**config.mk**
```make
export PLATFORM = sky130hd
export DESIGN_NAME = weather_frame_rx
export DESIGN_NICKNAME = d
export VERILOG_FILES = /design/src/rtl/weather_frame_rx.sv
export SDC_FILE = /design/constraint.sdc
export NUM_CORES = 1
export LEC_CHECK = 0
export BUFFER_PORTS_ARGS = -buffer_cell sky130_fd_sc_hd__buf_2
export CORE_MARGIN = 10
export CORE_UTILIZATION = 50
export CTS_CLUSTER_SIZE = 8
export DETAILED_ROUTE_END_ITERATION = 8
export HOLD_SLACK_MARGIN = 0.05
export PLACE_DENSITY = 0.7
export SLEW_MARGIN = 20
export SYNTH_ARGS = -nofsm -noshare
export SYNTH_HDL_FRONTEND = slang
export SYNTH_SLANG_ARGS = --single-unit
```
**constraint.sdc**
```tcl
create_clock -name CLK -period 4.6 [get_ports CLK]
set_input_delay 0.46 -clock CLK [delete_from_list [all_inputs] [get_ports CLK]]
set_output_delay 0.46 -clock CLK [all_outputs]
set_load 0.01 [all_outputs]
```
**src/rtl/weather_frame_rx.sv**
```systemverilog
// weather_frame_rx: receives the weather-sensor byte stream, validates 5-byte
// frames (SYNC, B1, B2, B3, XOR checksum) and presents registered sensor fields
// to the ECSU, together with frame_valid / frame_err pulses and a staleness level.
// Optional feature macro: WIND_AVG_EN (wind is the rounded mean of the previous
// and new sample instead of the raw new sample).
module weather_frame_rx #(
    parameter logic [7:0] SYNC_BYTE      = 8'hA5,
    parameter int         GAP_CYCLES     = 16,
    parameter int         TIMEOUT_CYCLES = 1000
) (
    input  logic              CLK,
    input  logic              RST_N,
    input  logic              in_valid,
    input  logic [7:0]        in_data,
    output logic              in_ready,
    output logic              thunderstorm,
    output logic [5:0]        wind,
    output logic [1:0]        visibility,
    output logic signed [7:0] temperature,
    output logic              frame_valid,
    output logic              frame_err,
    output logic              sensor_stale
);

    localparam int GAP_W   = $clog2(GAP_CYCLES + 1);
    localparam int STALE_W = $clog2(TIMEOUT_CYCLES + 1);
    localparam logic [GAP_W-1:0]   GAP_LAST  = GAP_W'(GAP_CYCLES - 1);
    localparam logic [STALE_W-1:0] STALE_MAX = STALE_W'(TIMEOUT_CYCLES);

    typedef enum logic [2:0] {S_HUNT, S_B1, S_B2, S_B3, S_CSUM} state_t;

    state_t              state_q, state_d;
    logic [7:0]          b1_q, b1_d;
    logic [7:0]          b2_q, b2_d;
    logic [7:0]          b3_q, b3_d;
    logic [GAP_W-1:0]    gap_q, gap_d;
    logic [STALE_W-1:0]  stale_cnt_q, stale_cnt_d;
    logic                seen_good_q, seen_good_d;
    logic                in_ready_q;
    logic                thunderstorm_q, thunderstorm_d;
    logic [5:0]          wind_q, wind_d;
    logic [1:0]          visibility_q, visibility_d;
    logic signed [7:0]   temperature_q, temperature_d;
    logic                frame_valid_q, frame_valid_d;
    logic                frame_err_q, frame_err_d;
    logic                sensor_stale_q, sensor_stale_d;
    logic                accept;
    logic [5:0]          wind_new;

`ifdef WIND_AVG_EN
    // Round-half-up mean of two 6-bit samples; the 7-bit sum cannot overflow.
    function automatic logic [5:0] wind_avg(input logic [5:0] prev, input logic [5:0] cur);
        logic [6:0] sum;
        sum = {1'b0, prev} + {1'b0, cur} + 7'd1;
        return sum[6:1];
    endfunction
`endif

    assign accept   = in_valid & in_ready_q;
    assign wind_new = b1_q[5:0];

    // Next-state: frame parser, gap abort, output load and staleness tracking.
    always_comb begin
        state_d        = state_q;
        b1_d           = b1_q;
        b2_d           = b2_q;
        b3_d           = b3_q;
        gap_d          = gap_q;
        thunderstorm_d = thunderstorm_q;
        wind_d         = wind_q;
        visibility_d   = visibility_q;
        temperature_d  = temperature_q;
        frame_valid_d  = 1'b0;
        frame_err_d    = 1'b0;

        case (state_q)
            S_HUNT: begin
                // Non-sync bytes are dropped silently while hunting.
                if (accept && in_data == SYNC_BYTE) begin
                    state_d = S_B1;
                end
            end
            S_B1: begin
                if (accept) begin
                    b1_d    = in_data;
                    state_d = S_B2;
                end
            end
            S_B2: begin
                if (accept) begin
                    b2_d    = in_data;
                    state_d = S_B3;
                end
            end
            S_B3: begin
                if (accept) begin
                    b3_d    = in_data;
                    state_d = S_CSUM;
                end
            end
            S_CSUM: begin
                if (accept) begin
                    state_d = S_HUNT;
                    if (in_data == (b1_q ^ b2_q ^ b3_q)) begin
                        frame_valid_d  = 1'b1;
                        thunderstorm_d = b1_q[7];
                        visibility_d   = b2_q[7:6];
                        temperature_d  = $signed(b3_q);
`ifdef WIND_AVG_EN
                        wind_d = seen_good_q ? wind_avg(wind_q, wind_new) : wind_new;
`else
                        wind_d = wind_new;
`endif
                    end else begin
                        frame_err_d = 1'b1;
                    end
                end
            end
            default: state_d = S_HUNT;
        endcase

        // An accepted byte always beats the gap limit in the same cycle.
        if (state_q == S_HUNT || accept) begin
            gap_d = '0;
        end else if (gap_q == GAP_LAST) begin
            gap_d       = '0;
            state_d     = S_HUNT;
            frame_err_d = 1'b1;
        end else begin
            gap_d = gap_q + 1'b1;
        end

        if (frame_valid_d) begin
            stale_cnt_d = '0;
        end else if (stale_cnt_q == STALE_MAX) begin
            stale_cnt_d = stale_cnt_q;
        end else begin
            stale_cnt_d = stale_cnt_q + 1'b1;
        end
        seen_good_d    = seen_good_q | frame_valid_d;
        sensor_stale_d = ~seen_good_d | (stale_cnt_d >= STALE_MAX);
    end

    // State and output registers; reset drops any partial frame.
    always_ff @(posedge CLK or negedge RST_N) begin
        if (!RST_N) begin
            state_q        <= S_HUNT;
            b1_q           <= '0;
            b2_q           <= '0;
            b3_q           <= '0;
            gap_q          <= '0;
            stale_cnt_q    <= '0;
            seen_good_q    <= 1'b0;
            in_ready_q     <= 1'b0;
            thunderstorm_q <= 1'b0;
            wind_q         <= '0;
            visibility_q   <= '0;
            temperature_q  <= '0;
            frame_valid_q  <= 1'b0;
            frame_err_q    <= 1'b0;
            sensor_stale_q <= 1'b1;
        end else begin
            state_q        <= state_d;
            b1_q           <= b1_d;
            b2_q           <= b2_d;
            b3_q           <= b3_d;
            gap_q          <= gap_d;
            stale_cnt_q    <= stale_cnt_d;
            seen_good_q    <= seen_good_d;
            in_ready_q     <= 1'b1;
            thunderstorm_q <= thunderstorm_d;
            wind_q         <= wind_d;
            visibility_q   <= visibility_d;
            temperature_q  <= temperature_d;
            frame_valid_q  <= frame_valid_d;
            frame_err_q    <= frame_err_d;
            sensor_stale_q <= sensor_stale_d;
        end
    end

    assign in_ready     = in_ready_q;
    assign thunderstorm = thunderstorm_q;
    assign wind         = wind_q;
    assign visibility   = visibility_q;
    assign temperature  = temperature_q;
    assign frame_valid  = frame_valid_q;
    assign frame_err    = frame_err_q;
    assign sensor_stale = sensor_stale_q;

endmodule

```
==> impl_metrics.csv <==
group,metric,value,unit
run_status,outcome,"complete, no violations",
placement,hpwlAfterDp,3.60,mm
die,design.die.area,9250,um^2
drt,viasPerCell,5.20,
yosys,syn-cell-area,2900,um^2
yosys,ys.warnings.count,0,
cts,cts.repair.resized,0,
placement,number_of_buffer_cells_added_on_primary_ports,31,
cts,cts_setup_buffers,0,
worst_setup_path,cp.required,4820,ps
drt,routed_length_per_placed_instance,14.9,um
worst_setup_path,crit_path_cell_trace,"xor2_1, xnor2_1, nand4_1, nor3_2, buf_4, mux2_2",
sta,timing_worst_slew_pin_value,872,ps
hold_path,worst_hold_path_type,"in2async",
die,chipWidth,96.2,um
yosys,yosysUniqueCellTypes,39,
worst_setup_path,critical-path-top-delay-family,"simple AND/OR/NAND/NOR gates",
cts,clockBufferDepth,2,
sta,final-setup-viol-count,0,
sta,timing_hold_violations_final,0,
drt,drt-pass1-iter-count,4,
sta,max_slew_vio_count,0,
placement,placement.cell_area,3140,um^2
yosys,ys_seq_elements,64,
cts,worst_setup_hold_path_clk_slew,70,ps
yosys,synthFlopType,"dfrtp_1",
cts,cts.root.buffer_cell,"clkbuf_8",
worst_setup_path,cp_slowest_stage_delay,750,ps
die,die_height,96.2,um
worst_setup_path,timing.critical_path.from_type,"register",
sta,finalCritPeriodShare,54.7,%
power,p_leak,1.61,nW
power,worst_ir_drop_vdd,0.251,mV
layout,synthToLayoutAreaGrowth,14.2,%
cts,cts_tree,"done",
worst_setup_path,ff2ff_setup_slack,2080,ps
power,p_per_area,379,nW/um^2
worst_setup_path,critical_path_class,"reg2reg",
cts,cts_bufs_inserted,9,
sta,maxClockFrequency,0.397,GHz
sta,max-slew-margin-rel,41.6,%
drt,detail_route.wirelength,5.17,mm
global_route,largest_net_degree_at_the_start_of_global_routing,65,
yosys,syn_avg_cell_area,12.6,um^2
die,coreArea,5570,um^2
cts,postCtsHoldBufs,0,
worst_setup_path,worst_ep_arrival_time,2740,ps
worst_setup_path,worst-path-max-fanout,19,
global_route,gr-total-overflow,0,
global_route,antenna_found_initial,0,
global_route,number_of_global_route_vias_before_repair,1826,
worst_setup_path,worst-path-buf-inv,1,
yosys,synth_enable_flop_cells,0,
sta,grt_setup_unrepaired,"false",
power,total_power,1.26,mW
layout,post_route_cells_drive_above_1_share,35.4,%
sta,clock_skew,4.91,ps
layout,design_area,3320,um^2
placement,place_congestion,0.851,
drt,drt_iter0_markers,73,
sta,hold-worst-slack,284,ps
flow_run,maxCapViolCount,0,
global_route,grt_pass1_wl,8.98,mm
sta,setup_tns_final,0,ps
yosys,synth-seq-area-share,55.2,%
cts,num_clock_sinks,64,
layout,diodes,0,
cts,clk_latency,340,ps
cts,h-tree-depth,3,
drt,drc,0,
die,design.portCount,32,
worst_setup_path,reg2regPathDepth,6,
worst_setup_path,regToRegEndpoint,"wind[4]",
layout,design.final.nets,283,
worst_setup_path,crit_path_top_delay_cell,"nor3_2",
yosys,syn-instance-count,231,
worst_setup_path,critical_path.reg2reg.startpoint,"b3_q[4]",
die,num_rows,27,
drt,routed-via-count,1798,
worst_setup_path,crit_path_end_kind,"register",
yosys,syn-num-nets,245,
global_route,track_usage,12.6,%
die,starting_density_of_the_core,52.1,%
drt,route.antenna.remaining_nets,0,
yosys,asyncSetResetFlopFracSynth,100,%
sta,final_period_minus_worst_setup_slack,2520,ps
state kept, by name (all words and copies together), names as in the netlist:
name / flops
wind: 6
b1_q: 8
in_ready: 1
stale_cnt_q: 10
state_q: 3
gap_q: 5
b3_q: 8
b2_q: 8
frame_err: 1
frame_valid: 1
visibility: 2
sensor_stale: 1
thunderstorm: 1
seen_good_q: 1
temperature: 8
kinds of logic (layout without fill, tap and decap cells):
kind of cell	Yosys count	in the layout	share of synthesized area, %
AO/OA/AOI/OAI	17	17	4.14
AND/OR/NAND/NOR	61	61	11.4
other	1	1	0.129
adder cells (fa/ha/maj)	3	3	1.29
flip-flops	64	64	55.2
multiplexers	42	42	16.3
buffers and inverters	9	52	1.29
XOR/XNOR	34	34	10.3
synth_stat cells (3+ instances only):
| cell | instances | area share, % |
|---|---|---|
| a21oi_1 | 5 | 0.86 |
| buf_2 | 3 | 0.52 |
| clkbuf_1 | 3 | 0.39 |
| dfrtp_1 | 63 | 54 |
| ha_1 | 3 | 1.3 |
| inv_1 | 3 | 0.39 |
| mux2_2 | 40 | 16 |
| nand2_1 | 10 | 1.3 |
| nand3_1 | 4 | 0.69 |
| nand4_1 | 4 | 0.86 |
| nand4b_1 | 3 | 0.91 |
| nor2_1 | 21 | 2.7 |
| nor3_1 | 4 | 0.69 |
| o21ai_0 | 3 | 0.52 |
| xnor2_1 | 27 | 8.1 |
| xor2_1 | 7 | 2.1 |
worst max path at each step:
stage / from / end / slack [ps] / cells past startpoint
final: b3_q[4] / wind[4] / 2080 / 6
after global routing: b2_q[0] / wind[2] / 1860 / 6
after CTS: b3_q[6] / temperature[3] / 2030 / 6
after detailed placement: in_data[6] / wind[4] / 1860 / 7
after global placement: in_data[6] / wind[0] / 1890 / 7
after floorplan: stale_cnt_q[0] / sensor_stale / 2590 / 6
placed cells by master, fill, tap and decap left out, drive strengths merged, types with 2 or more instances in the layout:
| cell | n |
|---|---|
| buf | 33 |
| clkbuf | 12 |
| nand4b | 3 |
| nand2 | 10 |
| a21oi | 6 |
| nor4bb | 2 |
| nand4 | 4 |
| and2 | 3 |
| and3 | 2 |
| nor2 | 21 |
| mux2 | 42 |
| xor2 | 7 |
| o31a | 2 |
| xnor2 | 27 |
| dfrtp | 63 |
| o21ai | 3 |
| nand3 | 5 |
| ha | 3 |
| inv | 3 |
| clkinv | 4 |
| nor3 | 4 |
cell type report:
| type | instances | area, um^2 |
|---|---|---|
| Sequential cell | 64 | 1600 |
| Timing Repair Buffer | 33 | 170 |
| Clock buffer | 12 | 145 |
| Tap cell | 72 | 90.1 |
| Clock inverter | 4 | 20.0 |
| Multi-Input combinational cell | 158 | 1280 |
| Inverter | 3 | 11.3 |
| Fill cell | 472 | 2260 |
where the power goes:
| group | internal (mW) | total [mW] | switching (mW) |
|---|---|---|---|
| combinational | 0.107 | 0.188 | 0.0804 |
| clock | 0.207 | 0.406 | 0.200 |
| sequential | 0.614 | 0.661 | 0.0472 |
routing by layer:
| layer | wire length (um) | part of all wire [%] | vias up | track usage (%) |
|---|---|---|---|---|
| met5 | 0 | 0 | - | 0 |
| met3 | 232 | 4.5 | 11 | 4.51 |
| li1 | - | - | 884 | - |
| met4 | 87 | 1.7 | 0 | 5.16 |
| met2 | 2350 | 45 | 30 | 18.5 |
| met1 | 2500 | 48 | 873 | 16.4 |
stage by stage:
| step | utilization [%] | setup slack (ps) | cells |
|---|---|---|---|
| 3_3_place_gp | 56.4 | 1890 | 330 |
| 2_1_floorplan | - | 2590 | 231 |
| 6_report | 59.5 | 2080 | 346 |
| 5_1_grt | 59.5 | 1860 | 346 |
| 3_5_place_dp | 56.4 | 1860 | 330 |
| 4_1_cts | 59.3 | 2030 | 346 |
Power figures use the tool's default switching activity.
